<file path="src/rtl/vga_source_ctrl.sv">
// vga_source_ctrl
//   Glitch-free swap between two VGA timing sources (src0 = in-house
//   generator, src1 = known-good generator) driving the board VGA pins.
//   The raw selector is synchronised and debounced. The swap waits for a
//   frame edge of the outgoing source, or gives up after a timeout. The
//   incoming source is then forced to black for BLANK_FRAMES frames so the
//   monitor can re-lock.
//
// Ports
//   clk                 system clock, all logic on posedge
//   rst                 synchronous, active-high reset
//   sel_req             raw selector switch (asynchronous)
//   src0_* / src1_*     12-bit {r,g,b}, display enable, hsync, vsync per source
//   vga_rgb             registered pixel; 0 outside de or while blanking
//   h_sync / v_sync     registered syncs of the active source
//   sel_active          source currently routed (0 = src0)
//   busy                1 while waiting for a frame edge or blanking
//   led                 mirrors sel_active
//   frame_cnt           (only with VGA_SRC_CTRL_FRAME_CNT_EN) frames seen on
//                       the active source since reset or the last swap
//
// Build option
//   VGA_SRC_CTRL_FRAME_CNT_EN : adds the frame_cnt output and its counter.

module vga_source_ctrl #(
  parameter int unsigned DEBOUNCE_CYCLES = 250000,
  parameter int unsigned BLANK_FRAMES    = 2,
  parameter int unsigned WAIT_TIMEOUT    = 1000000,
  parameter bit          SYNC_ACTIVE_LOW = 1'b1
) (
  input  logic        clk,
  input  logic        rst,
  input  logic        sel_req,
  input  logic [11:0] src0_rgb,
  input  logic        src0_de,
  input  logic        src0_hsync,
  input  logic        src0_vsync,
  input  logic [11:0] src1_rgb,
  input  logic        src1_de,
  input  logic        src1_hsync,
  input  logic        src1_vsync,
  output logic [11:0] vga_rgb,
  output logic        h_sync,
  output logic        v_sync,
  output logic        sel_active,
  output logic        busy,
  output logic        led
`ifdef VGA_SRC_CTRL_FRAME_CNT_EN
  ,
  output logic [15:0] frame_cnt
`endif
);

  localparam int unsigned DB_W = (DEBOUNCE_CYCLES > 1) ? $clog2(DEBOUNCE_CYCLES) : 1;
  localparam int unsigned TO_W = (WAIT_TIMEOUT > 1) ? $clog2(WAIT_TIMEOUT) : 1;

  localparam logic [DB_W-1:0] DB_LAST = DB_W'(DEBOUNCE_CYCLES - 1);
  localparam logic [TO_W-1:0] TO_LAST = TO_W'(WAIT_TIMEOUT - 1);
  localparam logic [3:0]      FR_LAST = 4'(BLANK_FRAMES - 1);
  localparam logic [3:0]      FR_DONE = 4'(BLANK_FRAMES);

  // Asserted and idle levels of both sync lines.
  localparam logic SYNC_ASSERT = SYNC_ACTIVE_LOW ? 1'b0 : 1'b1;
  localparam logic SYNC_IDLE   = ~SYNC_ASSERT;

  typedef enum logic [1:0] {
    S_RUN,
    S_DEBOUNCE,
    S_WAIT_FRAME,
    S_BLANK
  } state_t;

  state_t          r_state;
  logic            r_sel_meta;
  logic            r_sel_sync;
  logic            r_sel_active;
  logic            r_busy;
  logic [DB_W-1:0] r_db_cnt;
  logic [TO_W-1:0] r_to_cnt;
  logic [3:0]      r_fr_cnt;

  logic            r_vs0;
  logic            r_vs0_d;
  logic            r_vs1;
  logic            r_vs1_d;

  logic [11:0]     r_rgb;
  logic            r_hs;
  logic            r_vs;

  logic            w_edge0;
  logic            w_edge1;
  logic            w_edge_act;
  logic            w_swap;
  logic [11:0]     w_src_rgb;
  logic            w_src_de;
  logic            w_src_hs;
  logic            w_src_vs;

  // ---------------------------------------------------------------------
  // Selector synchroniser and vsync edge pipelines
  // ---------------------------------------------------------------------
  // NOTE: sequential state is written only with <=, so every flop in a block
  // samples the pre-edge value of its neighbours (the two-flop chain relies
  // on this).
  always_ff @(posedge clk) begin
    if (rst) begin
      r_sel_meta <= 1'b0;
      r_sel_sync <= 1'b0;
      r_vs0      <= SYNC_IDLE;
      r_vs0_d    <= SYNC_IDLE;
      r_vs1      <= SYNC_IDLE;
      r_vs1_d    <= SYNC_IDLE;
    end else begin
      r_sel_meta <= sel_req;
      r_sel_sync <= r_sel_meta;
      r_vs0      <= src0_vsync;
      r_vs0_d    <= r_vs0;
      r_vs1      <= src1_vsync;
      r_vs1_d    <= r_vs1;
    end
  end

  // Frame edge: idle -> asserted, seen one cycle after the flop captured it.
  assign w_edge0 = (r_vs0 == SYNC_ASSERT) && (r_vs0_d != SYNC_ASSERT);
  assign w_edge1 = (r_vs1 == SYNC_ASSERT) && (r_vs1_d != SYNC_ASSERT);

  // Edge of whichever source is routed: the old one in WAIT_FRAME, the new
  // one in BLANK (sel_active has already toggled by then).
  assign w_edge_act = r_sel_active ? w_edge1 : w_edge0;

  // A coincident edge and timeout still produce a single toggle.
  assign w_swap = (r_state == S_WAIT_FRAME) && (w_edge_act || (r_to_cnt == TO_LAST));

  // ---------------------------------------------------------------------
  // Swap sequencer
  // ---------------------------------------------------------------------
  always_ff @(posedge clk) begin
    if (rst) begin
      r_state      <= S_RUN;
      r_sel_active <= 1'b0;
      r_busy       <= 1'b0;
      r_db_cnt     <= '0;
      r_to_cnt     <= '0;
      r_fr_cnt     <= '0;
    end else begin
      // NOTE: every branch assigns only the registers it changes; the rest
      // hold their value, which is well defined in a clocked block (no latch).
      unique case (r_state)
        S_RUN: begin
          if (r_sel_sync != r_sel_active) begin
            r_state  <= S_DEBOUNCE;
            r_db_cnt <= '0;
          end
        end

        S_DEBOUNCE: begin
          if (r_sel_sync == r_sel_active) begin
            r_state  <= S_RUN;
            r_db_cnt <= '0;
          end else if (r_db_cnt == DB_LAST) begin
            r_state  <= S_WAIT_FRAME;
            r_to_cnt <= '0;
            r_busy   <= 1'b1;
          end else begin
            r_db_cnt <= r_db_cnt + 1'b1;
          end
        end

        S_WAIT_FRAME: begin
          if (w_swap) begin
            r_sel_active <= ~r_sel_active;
            r_state      <= S_BLANK;
            r_fr_cnt     <= '0;
          end else begin
            r_to_cnt <= r_to_cnt + 1'b1;
          end
        end

        S_BLANK: begin
          if (w_edge_act) begin
            if (r_fr_cnt == FR_LAST) begin
              r_fr_cnt <= FR_DONE;
              r_state  <= S_RUN;
              r_busy   <= 1'b0;
            end else begin
              r_fr_cnt <= r_fr_cnt + 1'b1;
            end
          end
        end

        default: begin
          r_state <= S_RUN;
          r_busy  <= 1'b0;
        end
      endcase
    end
  end

  // ---------------------------------------------------------------------
  // Registered output mux
  // ---------------------------------------------------------------------
  assign w_src_rgb = r_sel_active ? src1_rgb   : src0_rgb;
  assign w_src_de  = r_sel_active ? src1_de    : src0_de;
  assign w_src_hs  = r_sel_active ? src1_hsync : src0_hsync;
  assign w_src_vs  = r_sel_active ? src1_vsync : src0_vsync;

  always_ff @(posedge clk) begin
    if (rst) begin
      r_rgb <= '0;
      r_hs  <= SYNC_IDLE;
      r_vs  <= SYNC_IDLE;
    end else begin
      r_rgb <= (w_src_de && (r_state != S_BLANK)) ? w_src_rgb : 12'h000;
      r_hs  <= w_src_hs;
      r_vs  <= w_src_vs;
    end
  end

  assign vga_rgb    = r_rgb;
  assign h_sync     = r_hs;
  assign v_sync     = r_vs;
  assign sel_active = r_sel_active;
  assign busy       = r_busy;
  assign led        = r_sel_active;

`ifdef VGA_SRC_CTRL_FRAME_CNT_EN
  logic [15:0] r_frame_cnt;

  // The swap clears the count even when it is triggered by a frame edge.
  always_ff @(posedge clk) begin
    if (rst) begin
      r_frame_cnt <= '0;
    end else if (w_swap) begin
      r_frame_cnt <= '0;
    end else if (w_edge_act) begin
      r_frame_cnt <= r_frame_cnt + 16'd1;
    end
  end

  assign frame_cnt = r_frame_cnt;
`endif

endmodule

</file>
<file path="config.mk">
export PLATFORM = sky130hd
export DESIGN_NAME = vga_source_ctrl
export DESIGN_NICKNAME = d
export VERILOG_FILES = /design/src/rtl/vga_source_ctrl.sv
export SDC_FILE = /design/constraint.sdc
export NUM_CORES = 1
export LEC_CHECK = 0
export ABC_AREA = 0
export CORE_UTILIZATION = 25
export CTS_CLUSTER_SIZE = 30
export DETAILED_ROUTE_END_ITERATION = 7
export HOLD_SLACK_MARGIN = 0.06
export PLACE_DENSITY = 0.44
export SYNTH_ARGS = -nofsm -noshare
export SYNTH_HDL_FRONTEND = slang
export SYNTH_SLANG_ARGS = --single-unit
</file>
<file path="constraint.sdc">
create_clock -name clk -period 2.9 [get_ports clk]
set_input_delay 0.29 -clock clk [delete_from_list [all_inputs] [get_ports clk]]
set_output_delay 0.29 -clock clk [all_outputs]
set_load 0.03 [all_outputs]
</file>
# Word level (Yosys, flattened, before mapping)
# Cells that the tools add are included.
# W data, S select, Z words.
totals:
  ram_bits: 0
  out_inout_bits: 17
  wordCells: 86
  latchBits: 0
  regBits: 66
  inputBits: 33
  rom_bits: 0
  n_memories: 0
classes:
  n_reduce_logical: 17
  n_shift: 0
  magnitude_cmp: 0
  mux: 29
  n_eq_ne: 18
  mul: 0
  n_div: 0
  bitwise: 4
  n_addsub: 3
ops:
  columns: ["cell", "n"]
  rows:
  - ["$mux W20", 3]
  - ["$mux W18", 3]
  - ["$pmux W20 S2", 1]
  - ["$pmux W18 S2", 1]
  - ["$add A20 B1 Y20 const B", 1]
  - ["$eq A20 B20 Y1 const B", 1]
  - ["$add A18 B1 Y18 const B", 1]
  - ["$eq A18 B18 Y1 const B", 1]
  - ["$ne A2 B2 Y1 const B", 8]
  - ["$mux W12", 1]
  - ["$mux W2", 6]
  - ["$mux W4", 3]
  - ["$reduce_and A5 Y1", 2]
  - ["$mux W1", 8]
  - ["$pmux W2 S4", 1]
  - ["$pmux W4 S2", 1]
  - ["$reduce_bool A2 Y1", 4]
  - ["$ne A3 B3 Y1 const B", 2]
  - ["$reduce_and A3 Y1", 2]
  - ["$add A4 B1 Y4 const B", 1]
  - ["$eq A2 B2 Y1 const B", 2]
  - ["$eq A4 B1 Y1 const B", 1]
  - ["$logic_and A1 B1 Y1", 4]
  - ["$not A1 Y1", 4]
  - ["9 further kinds", 9]

# Longest topological paths before layout
logic_depth:
  word_depth: 7
  mapped_depth: 9
  mapped_depth_nobuf: 6

# Worst setup path before layout
# OpenSTA, ideal clock, no wires.
synth_path:
  path_type: "reg2reg"
  start: "reg r_sel_active, in the netlist led"
  end: "reg r_db_cnt[10]"
  n_path_buf: 3
  t_arrival_ns: 1.890
  setup_slack_ns: 0.893
  synth_period_minus_slack_ns: 2.007
  required_ns: 2.783
  setup_time_ns: 0.117
  path_stages_with_launch: 7
  cell_sequence: "dfxtp_1 > buf_6 > buf_2 > xnor3_1 > o21ai_0 > buf_2 > nor2_1"
synth_via:
  elab_chain_len: 3
  elab_cells_between_ends: 7
  cone_classes: "eq/ne: 4; mux: 2; reduce/logical: 1"
synth_rtl:
  columns: ["element", "line", "text"]
  rows:
  - ["start, declared", "76", "logic r_sel_active;"]
  - ["start signal, assigned", "172", "r_sel_active <= ~r_sel_active;"]
  - ["$eq A1 B1 Y1 / $ne A1 B1 Y1 (equally long branches)", "158, 151", null]
  - ["$ne A3 B3 Y1 (no line) (tied with other cells)", null, null]
  - ["$reduce_and A3 Y1 (no line) / $pmux W18 S2 (equally long branches)", null, null]
  - ["end signal, assigned", "166", "r_db_cnt <= r_db_cnt + 1'b1;"]
  - ["end, declared", "78", "logic [DB_W-1:0] r_db_cnt;"]
# Several ways; a longest one is shown, not always the timed one.
# A chain may end at the register's enable or synchronous reset.

# Worst setup path in the final report
layout_path:
  start: "reg r_db_cnt[0]"
  end: "reg r_db_cnt[14]"
layout_via:
  elab_chain_len: 4
  elab_cells_between_ends: 7
  cone_classes: "add/sub: 1; eq/ne: 2; mux: 3; reduce/logical: 1"
layout_rtl:
  columns: ["element", "line", "text"]
  rows:
  - ["$add A18 B1 Y18", "166", null]
  - ["$mux W18", "161", "end else if (r_db_cnt == DB_LAST) begin"]
  - ["$mux W18", "158", "if (r_sel_sync == r_sel_active) begin"]
  - ["$pmux W18 S2", "149", "unique case (r_state)"]
# Several ways; a longest one is shown, not always the timed one. The select of a mux whose other input is x is not followed.

==> flow_metrics.py <==
metrics = {
    "status": {
        "status": "finished clean",
    },
    "worst_setup_path": {
        "path_cells": "ha_1 > nand3_1 > and4bb_1 > a21o_1 > or4_1 > a21oi_1",
        "worstPathArrival_ns": 2.48,
        "r2r-start": "r_db_cnt[0]",
        "cpPeakStageDelay_ns": 0.53,
        "critPathBufInv": 0,
        "crit_family": "simple AND/OR/NAND/NOR gates",
        "startpoint_type": "register",
        "worstPathRequired_ns": 3.16,
        "path_class": "reg2reg",
        "crit_path_end_kind": "register",
        "cp_max_fo": 21,
        "startpoint": "r_db_cnt[0]",
        "critical-path-slowest-cell": "or4_1",
    },
    "synth": {
        "synth_common_cells": "dfxtp_1 (66), a21oi_1 (33), nand2_1 (31)",
        "yosys.area.top_type": "dfxtp_1",
        "synthFlopType": "dfxtp_1",
        "synth_seq_cells": 66,
        "synth_area_mm2": 0.00326,
        "yosys.area.top_type_share_pct": 40.6,
        "ys_warn_count": 0,
        "synth_fp_nets": 412,
        "netlist_instances": 375,
        "synth_most_common_cell": "dfxtp_1",
        "synth.avg_cell_area_um2": 8.69,
        "yosysSeqAreaShare_pct": 40.6,
        "synth.area.top_cells": "dfxtp_1 (41%), mux2i_1 (6.1%), a21oi_1 (5.1%), nand2_1 (3.6%), nor2_1 (3.5%)",
        "async_reset_ff_share_pct": 0,
        "ys_types": 58,
        "synth_edf_count": 0,
    },
    "clock_network": {
        "postCtsResizedCells": 0,
        "cts.sinks": 66,
        "cts_root_buffer": "clkbuf_16",
        "clkLatencyLatePin_ns": 0.33,
        "htree_levels": 3,
        "clkTransAtPathRegs_ns": 0.05,
        "cts_tree": "done",
        "clockBufferDepth": 2,
        "post-cts-setup-buffer-count": 0,
        "ctsHoldBuffers": 0,
        "cts_made_buffers": 9,
    },
    "timing": {
        "fin_crit_ns": 2.21,
        "worst-slew-pin-transition_ns": 0.648,
        "rsz0062_at_grt": "false",
        "relSlewSlack_pct": 56.8,
        "final.setup_skew_ns": 0.00530,
        "whs_ns": 0.437,
        "fmax_mhz": 452,
        "setup_tns_ns": 0,
        "setup_violations": 0,
        "hold_violations": 0,
        "slew_violations": 0,
        "fin_crit_sh_pct": 76.4,
    },
    "placement": {
        "portBuffers": 49,
        "gp_congestion": 0.754,
        "place_hpwl_um": 5850,
        "place_inst": 584,
        "place_area_mm2": 0.00391,
    },
    "grt": {
        "antenna_found_initial": 0,
        "track_usage_pct": 13.0,
        "grt_max_degree": 23,
        "grt_overflow": 0,
        "grt_pass1_vias": 2718,
        "grt_pass1_wl_um": 13400,
    },
    "detailed_routing": {
        "detail-route-antenna-nets": 0,
        "drc": 0,
        "wl_um": 8230,
        "vias_per_cell": 4.98,
        "drtIter0Drc": 157,
        "wl_per_cell_um": 13.7,
        "drt_pass1_iterations": 4,
        "vias": 2989,
    },
    "final_layout": {
        "finalNonFillerCells": 600,
        "fillCellCount": 1340,
        "drive_gt1_share_pct": 7.48,
        "fin_util_pct": 33.2,
        "antenna_cells": 0,
        "final_area_mm2": 0.00421,
        "final_nets": 460,
        "syn_to_final_growth_pct": 29.1,
    },
    "hold_path": {
        "hp-class": "reg2reg",
        "min_from": "r_sel_meta",
    },
    "power": {
        "power.leakage_nw": 1.37,
        "ir_drop_mv": 0.211,
        "powerDensity_mw_per_mm2": 514,
    },
    "run": {
        "drv_cap": 0,
    },
    "floorplanning": {
        "die_y_um": 116,
        "coreArea_mm2": 0.0127,
        "pin_count": 50,
        "fp-row-count": 41,
        "dieWidth_um": 116,
        "dieArea_mm2": 0.0135,
        "initial_core_util_pct": 25.7,
    },
}
power breakdown:
group | total (mW) | internal (mW) | leakage (nW) | switching [mW]
Clock | 1.09 | 0.711 | 0.147 | 0.378
Sequential | 0.926 | 0.921 | 0.535 | 0.00546
Combinational | 0.145 | 0.0741 | 0.688 | 0.0712
Total | 2.16 | 1.71 | 1.37 | 0.454
metal layers:
layer  wire length (µm)  global-route usage [%]  vias up
li1                   -                       -     1496
met1               3830                    15.8     1409
met2               3730                    20.5       71
met3                509                    4.41       13
met4                158                    6.32        0
met5                  0                       0        -
worst paths after layout:
kind                                      to  slack (ns)  cells past startpoint
worst max-delay path            r_db_cnt[14]        0.69                      6
worst min-delay path              r_sel_sync        0.44                      1
worst max register to register  r_db_cnt[14]        0.69                      6
worst min register to register    r_sel_sync        0.44                      1
stage by stage:
stage	total power [mW]	worst slack, ns
5_1_grt	2.24	0.504
4_1_cts	2.20	0.686
6_report	2.16	0.686
3_3_place_gp	1.09	0.791
2_1_floorplan	1.02	0.893
3_5_place_dp	1.09	0.710
sequential cells by signal, summed over array words and instances, names as in the netlist, named ones only:
| signal | cells |
|---|---|
| busy | 1 |
| h_sync | 1 |
| led | 1 |
| r_db_cnt | 18 |
| r_fr_cnt | 4 |
| r_sel_meta | 1 |
| r_sel_sync | 1 |
| r_state | 1 |
| r_to_cnt | 20 |
| r_vs0 | 1 |
| r_vs0_d | 1 |
| r_vs1 | 1 |
| r_vs1_d | 1 |
| v_sync | 1 |
| vga_rgb | 12 |
cells by family (layout without fill, tap and decap cells):
family,Yosys count,count (layout),share of synthesized area [%]
xor+xnor,7,7,2.30
buf+inv,30,83,4.61
simple gates,156,156,26.8
flops,66,66,40.6
fa+ha+maj,4,4,1.54
mux,21,21,6.49
compound gates,91,91,17.7
final cells by class:
| type | instances | area [µm²] | share of cell area, % |
|---|---|---|---|
| inverters | 11 | 41.3 | 0.982 |
| multi-input cells | 279 | 1790 | 42.5 |
| clock buffers | 14 | 264 | 6.28 |
| flip-flops and latches | 66 | 1320 | 31.4 |
| clock inverters | 2 | 35.0 | 0.833 |
| repair buffers | 56 | 543 | 12.9 |
| well taps | 172 | 215 | 5.12 |
layout by cell type, fill, tap and decap left out, drive strengths merged, types with 3 or more instances in the layout:
master / Yosys / routed
inv: 11 / 11
or3: 13 / 13
o211ai: 4 / 4
clkbuf: 9 / 14
ha: 4 / 4
o21ai: 19 / 19
dfxtp: 66 / 66
o31ai: 9 / 9
and4: 3 / 3
or2: 6 / 6
and3: 7 / 7
mux2i: 20 / 20
clkdlybuf4s50: 0 / 49
nand3: 20 / 20
o2111ai: 3 / 3
a211oi: 3 / 3
xor2: 4 / 4
nor2: 30 / 30
or4: 11 / 11
buf: 10 / 7
a21oi: 33 / 33
nor4bb: 4 / 4
nor4: 3 / 3
nand2: 31 / 31
nor3: 3 / 3
nand4: 10 / 10
nor2b: 4 / 4
Power figures use the tool's default switching activity.
